[src/rtl/apb_cmd_master.sv]
// apb_cmd_master: turns a valid/ready command stream into single APB transfers and returns one response each.
// Define APB_TIMEOUT_EN to abort ACCESS after TIMEOUT_CYCLES cycles without PREADY.
module apb_cmd_master #(
    parameter int unsigned WIDTH          = 8,
    parameter int unsigned TIMEOUT_CYCLES = 256
) (
    input  logic             PCLK,
    input  logic             reset,
    input  logic             cmd_valid,
    output logic             cmd_ready,
    input  logic             cmd_write,
    input  logic [WIDTH-1:0] cmd_addr,
    input  logic [WIDTH-1:0] cmd_wdata,
    output logic             rsp_valid,
    input  logic             rsp_ready,
    output logic [WIDTH-1:0] rsp_rdata,
    output logic             rsp_err,
    output logic             rsp_timeout,
    output logic             busy,
    output logic             PSEL,
    output logic             PENABLE,
    output logic             PWRITE,
    output logic [WIDTH-1:0] PADDR,
    output logic [WIDTH-1:0] PWDATA,
    input  logic             PREADY,
    input  logic             PSLVERR,
    input  logic [WIDTH-1:0] PRDATA
);

    typedef enum logic [1:0] {IDLE, SETUP, ACCESS, RESP} state_e;

    state_e           state_q, state_d;
    logic             psel_q, psel_d;
    logic             penable_q, penable_d;
    logic             pwrite_q, pwrite_d;
    logic [WIDTH-1:0] paddr_q, paddr_d;
    logic [WIDTH-1:0] pwdata_q, pwdata_d;
    logic             rsp_valid_q, rsp_valid_d;
    logic [WIDTH-1:0] rdata_q, rdata_d;
    logic             err_q, err_d;
    logic             tmo_q, tmo_d;
    logic             expire;

`ifdef APB_TIMEOUT_EN
    localparam int unsigned CNT_W = $clog2(TIMEOUT_CYCLES + 1);

    logic [CNT_W-1:0] cnt_q, cnt_d;

    // Counts ACCESS cycles without PREADY; expire marks the last permitted one.
    always_comb begin
        cnt_d = cnt_q;
        if (state_q == SETUP) begin
            cnt_d = '0;
        end else if (state_q == ACCESS && !PREADY) begin
            cnt_d = cnt_q + CNT_W'(1);
        end
    end

    always_ff @(posedge PCLK or posedge reset) begin
        if (reset) begin
            cnt_q <= '0;
        end else begin
            cnt_q <= cnt_d;
        end
    end

    assign expire = (cnt_q == CNT_W'(TIMEOUT_CYCLES - 1));
`else
    logic unused_cfg;
    assign unused_cfg = ^TIMEOUT_CYCLES;
    assign expire     = 1'b0;
`endif

    assign cmd_ready = (state_q == IDLE) && !reset;

    // Next-state and registered-output logic.
    always_comb begin
        state_d     = state_q;
        psel_d      = psel_q;
        penable_d   = penable_q;
        pwrite_d    = pwrite_q;
        paddr_d     = paddr_q;
        pwdata_d    = pwdata_q;
        rsp_valid_d = rsp_valid_q;
        rdata_d     = rdata_q;
        err_d       = err_q;
        tmo_d       = tmo_q;
        case (state_q)
            IDLE: begin
                if (cmd_valid && cmd_ready) begin
                    state_d  = SETUP;
                    psel_d   = 1'b1;
                    pwrite_d = cmd_write;
                    paddr_d  = cmd_addr;
                    pwdata_d = cmd_wdata;
                end
            end
            SETUP: begin
                state_d   = ACCESS;
                penable_d = 1'b1;
            end
            ACCESS: begin
                // PREADY on the expiring cycle takes priority over the abort.
                if (PREADY) begin
                    state_d     = RESP;
                    psel_d      = 1'b0;
                    penable_d   = 1'b0;
                    rsp_valid_d = 1'b1;
                    rdata_d     = pwrite_q ? '0 : PRDATA;
                    err_d       = PSLVERR;
                    tmo_d       = 1'b0;
                end else if (expire) begin
                    state_d     = RESP;
                    psel_d      = 1'b0;
                    penable_d   = 1'b0;
                    rsp_valid_d = 1'b1;
                    rdata_d     = '0;
                    err_d       = 1'b1;
                    tmo_d       = 1'b1;
                end
            end
            RESP: begin
                if (rsp_ready) begin
                    state_d     = IDLE;
                    rsp_valid_d = 1'b0;
                end
            end
            default: state_d = IDLE;
        endcase
    end

    always_ff @(posedge PCLK or posedge reset) begin
        if (reset) begin
            state_q     <= IDLE;
            psel_q      <= 1'b0;
            penable_q   <= 1'b0;
            pwrite_q    <= 1'b0;
            paddr_q     <= '0;
            pwdata_q    <= '0;
            rsp_valid_q <= 1'b0;
            rdata_q     <= '0;
            err_q       <= 1'b0;
            tmo_q       <= 1'b0;
        end else begin
            state_q     <= state_d;
            psel_q      <= psel_d;
            penable_q   <= penable_d;
            pwrite_q    <= pwrite_d;
            paddr_q     <= paddr_d;
            pwdata_q    <= pwdata_d;
            rsp_valid_q <= rsp_valid_d;
            rdata_q     <= rdata_d;
            err_q       <= err_d;
            tmo_q       <= tmo_d;
        end
    end

    assign busy        = (state_q != IDLE);
    assign PSEL        = psel_q;
    assign PENABLE     = penable_q;
    assign PWRITE      = pwrite_q;
    assign PADDR       = paddr_q;
    assign PWDATA      = pwdata_q;
    assign rsp_valid   = rsp_valid_q;
    assign rsp_rdata   = rdata_q;
    assign rsp_err     = err_q;
    assign rsp_timeout = tmo_q;

endmodule

[config.mk]
export PLATFORM = sky130hd
export DESIGN_NAME = apb_cmd_master
export DESIGN_NICKNAME = d
export VERILOG_FILES = /design/src/rtl/apb_cmd_master.sv
export SDC_FILE = /design/constraint.sdc
export NUM_CORES = 1
export LEC_CHECK = 0
export CAP_MARGIN = 10
export CORE_MARGIN = 5
export CORE_UTILIZATION = 40
export DETAILED_ROUTE_END_ITERATION = 16
export GPL_ROUTABILITY_DRIVEN = 0
export HOLD_SLACK_MARGIN = 0.1
export PLACE_DENSITY_LB_ADDON = 0.1
export SLEW_MARGIN = 20
export SYNTH_ARGS = -nofsm -noshare
export SYNTH_HDL_FRONTEND = slang
export SYNTH_SLANG_ARGS = --single-unit
[constraint.sdc]
create_clock -name PCLK -period 2.2 [get_ports PCLK]
set_clock_uncertainty 0.1 [all_clocks]
set_input_delay 0.44 -clock PCLK [delete_from_list [all_inputs] [get_ports PCLK]]
set_output_delay 0.44 -clock PCLK [all_outputs]
set_load 0.02 [all_outputs]
==> out/qor.yml, run 1 <==
run_status: "finished, final reports clean"
area_growth_syn_to_layout_pct: 59.1
final_net_count: 212
first_pass_grt_wire_length_mm: 4.92
vdd_drop_max_v: 0.000754
register_to_register_setup_slack_ns: 0.41
remaining_drc_errors: 0
final_max_slew_viol_count: 0
critical-path-max-stage-delay_ns: 0.66
post-dp-hpwl_mm: 2.29
finalCritPeriodShare: 0.919
via_count: 1020
core.rowCount: 20
floorplan.initialDensity: 0.425
vias_per_cell: 4.62
die_w_um: 67.4
yosys_most_used_dff: "sky130_fd_sc_hd__dfrtp_1"
switching_power_uw: 1090
detail_route.first_pass.iterations: 5
drt.antenna.violating_nets: 0
max_clock_freq_mhz: 495
worstSetupEndpointType: "primary output"
timing.critical_path.depth: 1
clock_tree.htree_level_count: 2
grt_overflow: 0
postSynthNetCount: 142
io_pins: 63
layout_min_cycle_time_ns: 2.02
final_layout_size_suffix_gt1_frac: 0.192
worst_path_dominant_cell_family: "buffers and inverters"
post_cts.resized_instances: 2
largest_net_degree_at_the_start_of_global_routing: 32
globalRouteTotalUtil: 0.148
cts_inserted_buffers: 5
synth-async-reset-ratio: 1.00
antenna_fix_cells: 0
synth_sequential_area_ratio: 0.588
crit_path_start_kind: "flip-flop"
p_seq_frac: 0.334
grt_antenna_before_repair: 0
report.final.hold_viol_count: 0
cp.required_ns: 1.66
hp-class: "reg -> reg"
hold_buffers: 0
dr.first_iter.drc_count: 26
setup_violations: 0
ys_top_cells_by_area: "sky130_fd_sc_hd__dfrtp_1 (59%), sky130_fd_sc_hd__mux2_2 (15%), sky130_fd_sc_hd__ha_1 (4.7%)"
syn_inst: 106
synth_warnings: 0
min_delay_path_depth: 2
postCtsSetupRepairBufs: 0
yosysUniqueCellTypes: 21
synth_seq_cells: 31
fp.dieArea_sq_um: 4550
cts.sink_count: 31
avgSynthCellArea_sq_um: 12.4
clock_power_share: 0.153
die_h_um: 67.4
portBuffers: 61
grt_pass1_vias: 1107
avgRoutedWirePerCell_um: 13.2
switching_share: 0.359
netlist.area_leader.share: 0.588
arrival_ns: 1.48
clk_transition_reported_paths_ns: 0.10
critical_path_buf_inv_count: 1
clock_latency_on_the_worst_skew_pair_ns: 0.33
yosys.cell_count.top_type: "sky130_fd_sc_hd__dfrtp_1"
setup-tns-final_ns: 0
rr_worst_depth: 6
synthesis.area_sq_um: 1320
share_comb_of_total_power: 0.513
power.internal_uw: 1950
final_area_sq_um: 2100
tritoncts_clock_tree: "built"
core_sq_um: 3100
totalWireLength_mm: 2.91
max-clock-path-buffers: 2
setup.worst_path.class: "reg -> out"
clk_root_buffer_cell: "sky130_fd_sc_hd__clkbuf_4"
timing.critical_path.fanout_max: 10
cpMaxStageDelayCell: "sky130_fd_sc_hd__clkdlybuf4s50_1"
netlist.top_cell.by_area: "sky130_fd_sc_hd__dfrtp_1"
synthTopCellsByCount: "sky130_fd_sc_hd__dfrtp_1 (31), sky130_fd_sc_hd__mux2_2 (18), sky130_fd_sc_hd__nand2_1 (10)"
static-leakage-power_uw: 0.000943
critical_path.cell_chain: "clkdlybuf4s50_1"
place_area_sq_um: 2020
unrepaired_setup_endpoints_after_global_routing: "false"
cap_viol_max_count: 0
p_per_area_nw_per_um2: 1450
synth-edff-count: 0
-- metal layers --
layer / up-vias / track usage / wire, um
li1: 498 / - / -
met3: 7 / 0.0549 / 246
met1: 478 / 0.150 / 1120
met2: 37 / 0.261 / 1480
met4: 0 / 0.0835 / 63
met5: - / 0 / 0
-- state kept, by name, summed over array words and instances, names as in the netlist --
register and count:
PADDR 8, PWDATA 8, rsp_rdata 8, state_q 2
PENABLE 1, PSEL 1, PWRITE 1, rsp_err 1
rsp_valid 1
-- cell families (layout without fill, tap and decap cells) --
family	after synthesis	in the layout	synth area share
buf+inv	10	81	0.0322
other cells	1	1	0.00284
simple gates	24	24	0.0911
mux	20	20	0.170
flops	31	31	0.588
fa+ha+maj	5	5	0.0474
compound gates	15	15	0.0683
-- power by group through the flow --
| stage | sequential, uW | clock (uW) | combinational, uW |
|---|---|---|---|
| finish | 1020 | 464 | 1560 |
| global route | 1060 | 499 | 1680 |
| CTS | 1020 | 476 | 1590 |
| detailed placement | 1030 | 0 | 1600 |
| global placement | 1020 | 0 | 1560 |
| floorplan | 1340 | 0 | 496 |
-- layout make-up --
type	instances	area [sq um]
multi-input cells	65	500
clock buffers	6	51.3
fillers	255	1000
repair buffers	66	654
inverters	7	26.3
well taps	44	55.1
flip-flops and latches	31	776
clock inverters	2	35.0
-- metrics by stage --
step	hold WS, ns	util	std cells	power (uW)	setup WS (ns)
detailed placement	0.370	0.650	213	2640	0.0159
floorplan	0.412	-	106	1840	0.504
global placement	0.362	0.650	213	2580	0.0704
CTS	0.391	0.677	221	3090	0.0630
finish	0.383	0.676	221	3050	0.178
global route	0.412	0.676	221	3250	0.0986
-- layout by cell type, fill, tap and decap left out --
cell	netlist	routed
sky130_fd_sc_hd__clkbuf_8	0	1
sky130_fd_sc_hd__o21ai_0	9	9
sky130_fd_sc_hd__clkbuf_2	0	1
sky130_fd_sc_hd__a21oi_1	2	2
sky130_fd_sc_hd__a222oi_1	1	1
sky130_fd_sc_hd__nand2_1	10	10
sky130_fd_sc_hd__conb_1	1	1
sky130_fd_sc_hd__buf_12	0	1
sky130_fd_sc_hd__inv_2	1	1
sky130_fd_sc_hd__clkbuf_4	0	5
sky130_fd_sc_hd__dlygate4sd2_1	0	1
sky130_fd_sc_hd__a22o_1	1	1
sky130_fd_sc_hd__ha_1	5	5
sky130_fd_sc_hd__bufinv_16	0	1
sky130_fd_sc_hd__dfrtp_1	31	31
sky130_fd_sc_hd__mux2_1	1	1
sky130_fd_sc_hd__inv_1	6	6
sky130_fd_sc_hd__nand3b_2	1	1
sky130_fd_sc_hd__mux2i_1	1	1
sky130_fd_sc_hd__nor2_1	4	4
sky130_fd_sc_hd__clkinv_2	0	1
sky130_fd_sc_hd__o2bb2ai_1	1	1
sky130_fd_sc_hd__clkdlybuf4s50_1	0	59
sky130_fd_sc_hd__mux2_2	18	18
sky130_fd_sc_hd__buf_4	1	4
sky130_fd_sc_hd__nand2b_1	9	9
sky130_fd_sc_hd__a21o_1	1	1
-- worst paths after layout --
path,start,endpoint
worst max-delay path,PWRITE$_DFFE_PP0P_,PWRITE
worst min-delay path,rsp_rdata[6]$_DFFE_PP0P_,rsp_rdata[6]$_DFFE_PP0P_
worst max register to register,state_q[0]$_DFFE_PP0P_,PWDATA[7]$_DFFE_PP0P_
worst min register to register,rsp_rdata[6]$_DFFE_PP0P_,rsp_rdata[6]$_DFFE_PP0P_
max in group asynchronous,reset,rsp_err$_DFFE_PP0P_
min in group asynchronous,reset,PADDR[4]$_DFFE_PP0P_
Note: power is estimated with default switching activity, not from simulation.
==> run 2, diff against run 1 <==
--- a/config.mk
+++ b/config.mk
@@ -6,8 +6,11 @@
 export NUM_CORES = 1
 export LEC_CHECK = 0
 export CAP_MARGIN = 10
+export CELL_PAD_IN_SITES_DETAIL_PLACEMENT = 0
+export CELL_PAD_IN_SITES_GLOBAL_PLACEMENT = 1
+export CORE_ASPECT_RATIO = 1.5
 export CORE_MARGIN = 5
-export CORE_UTILIZATION = 40
+export CORE_UTILIZATION = 30
 export DETAILED_ROUTE_END_ITERATION = 16
 export GPL_ROUTABILITY_DRIVEN = 0
 export HOLD_SLACK_MARGIN = 0.1
==> out/qor.yml, run 2 (same netlist as run 1, synthesis figures left out) <==
mostFrequentLayoutCell: "sky130_fd_sc_hd__clkdlybuf4s50_1"
timing.critical_path.fanout_max: 4
destination_of_the_critical_timing_path: "cmd_ready"
worst_r2r_startpoint: "state_q[0]$_DFFE_PP0P_"
reg_to_reg_endpoint: "state_q[1]$_DFFE_PP0P_"
routedLengthMet1_mm: 1.12
cts_inserted_buffers: 5
postCtsSetupRepairBufs: 0
arrival_ns: 1.46
hold_slack_ns: 0.385
fp.dieArea_sq_um: 5850
setup_violations: 0
rr_worst_depth: 4
via_count: 1015
unrepaired_setup_endpoints_after_global_routing: "false"
fill_cells: 415
static-leakage-power_uw: 0.000948
avgRoutedWirePerCell_um: 13.9
hp-class: "reg -> reg"
setup.worst_path.class: "reg -> out"
largest_net_degree_at_the_start_of_global_routing: 22
totalWireLength_mm: 3.09
vdd_drop_max_v: 0.000732
antenna_fix_cells: 0
cp.required_ns: 1.66
clk_root_buffer_cell: "sky130_fd_sc_hd__clkbuf_8"
clock_latency_on_the_worst_skew_pair_ns: 0.27
power.internal_uw: 1920
die_h_um: 91.2
worstSetupEndpointType: "primary output"
first_pass_grt_wire_length_mm: 5.27
multi_input_comb_area_sq_um: 500
routed-wl-met3_um: 315
dr.first_iter.drc_count: 10
die_w_um: 64.1
top_sig_layer: "met4"
finalCritPeriodShare: 0.908
register_area_sq_um: 776
final_core_utilization: 0.498
crit_path_start_kind: "flip-flop"
layout_min_cycle_time_ns: 2.00
clock_power_share: 0.147
area_growth_syn_to_layout_pct: 60.2
grt_antenna_before_repair: 0
share_comb_of_total_power: 0.514
cts.sink_count: 31
power_uw: 3000
switching_power_uw: 1090
core.rowCount: 29
grt_overflow: 0
post-dp-hpwl_mm: 2.48
final_max_slew_viol_count: 0
globalRouteTotalUtil: 0.114
remaining_drc_errors: 0
max-clock-path-buffers: 2
clock_tree.htree_level_count: 2
placement.setup.worst_slack_ns: 0.0775
post-route-worst-setup-slack_ns: 0.203
switching_share: 0.362
floorplan.initialDensity: 0.311
setup-tns-final_ns: 0
p_seq_frac: 0.339
final_net_count: 213
drt.antenna.violating_nets: 0
tritoncts_clock_tree: "built"
register_to_register_setup_slack_ns: 0.38
final_layout_size_suffix_gt1_frac: 0.186
final_cell_mix: "sky130_fd_sc_hd__clkdlybuf4s50_1 (59), sky130_fd_sc_hd__dfrtp_1 (31), sky130_fd_sc_hd__mux2_2 (18), sky130_fd_sc_hd__nand2_1 (10)"
clk_transition_reported_paths_ns: 0.06
grt_pass1_vias: 1132
io_pins: 63
max_clock_freq_mhz: 501
portBuffers: 61
core_sq_um: 4250
worstSetupStartpoint: "state_q[0]$_DFFE_PP0P_"
met2_length_mm: 1.60
vias_per_cell: 4.55
cap_viol_max_count: 0
detail_route.first_pass.iterations: 5
run_status: "finished, final reports clean"
p_per_area_nw_per_um2: 1420
report.final.hold_viol_count: 0
-- run 2: cell count changes in the layout (fill, tap and decap cells not counted) --
cell,before,now
sky130_fd_sc_hd__buf_4,4,5
sky130_fd_sc_hd__bufinv_16,1,0
sky130_fd_sc_hd__clkbuf_2,1,0
sky130_fd_sc_hd__clkbuf_4,5,0
sky130_fd_sc_hd__clkbuf_8,1,6
sky130_fd_sc_hd__dlygate4sd2_1,1,2
-- run 2: per-stage QoR --
step | cells | instance area (sq um)
2_1_floorplan | 106 | 1320
3_3_place_gp | 216 | 2030
3_5_place_dp | 216 | 2030
4_1_cts | 223 | 2110
5_1_grt | 223 | 2110
6_report | 223 | 2110
-- run 2: worst max-delay path: stages (launching register included) --
cell and delay (ns):
sky130_fd_sc_hd__dfrtp_1 0.40, sky130_fd_sc_hd__inv_1 0.12, sky130_fd_sc_hd__ha_1 0.18, sky130_fd_sc_hd__inv_1 0.06
sky130_fd_sc_hd__nor2_1 0.09, sky130_fd_sc_hd__dlygate4sd2_1 0.34
-- run 2: layout make-up --
| class | count | share of cell area |
|---|---|---|
| clock buffer | 6 | 0.0391 |
| clock inverter | 1 | 0.00237 |
| inverter | 7 | 0.0124 |
| multi-input combinational | 65 | 0.237 |
| sequential | 31 | 0.367 |
| tap | 46 | 0.0272 |
| timing repair buffer | 67 | 0.315 |
-- run 2: how the worst min path moves through the flow --
stage	from	to	slack, ns	cells after the start
2_1_floorplan	state_q[1]$_DFFE_PP0P_	state_q[1]$_DFFE_PP0P_	0.41	1
3_3_place_gp	rsp_rdata[5]$_DFFE_PP0P_	rsp_rdata[5]$_DFFE_PP0P_	0.36	2
3_5_place_dp	rsp_rdata[5]$_DFFE_PP0P_	rsp_rdata[5]$_DFFE_PP0P_	0.37	2
4_1_cts	rsp_rdata[5]$_DFFE_PP0P_	rsp_rdata[5]$_DFFE_PP0P_	0.39	2
5_1_grt	rsp_rdata[5]$_DFFE_PP0P_	rsp_rdata[5]$_DFFE_PP0P_	0.41	2
6_report	rsp_rdata[5]$_DFFE_PP0P_	rsp_rdata[5]$_DFFE_PP0P_	0.39	2
-- run 2: power by group through the flow --
stage / registers (uW) / clock network (uW) / logic (uW)
floorplan: 1340 / 0 / 496
global placement: 1020 / 0 / 1560
detailed placement: 1040 / 0 / 1590
CTS: 1030 / 461 / 1580
global route: 1060 / 492 / 1690
finish: 1020 / 442 / 1550
-- run 2: routing by layer --
metal  global-route usage  vias to the layer above
li1                     -                      493
met1                0.113                      476
met2                0.198                       40
met3               0.0580                        6
met4               0.0458                        0
met5                    0                        -
-- run 2: timing repair --
action	4_1_cts	5_1_grt
hold buffers	0	0
gates resized for setup	2	0
endpoints found under the setup margin	2	0
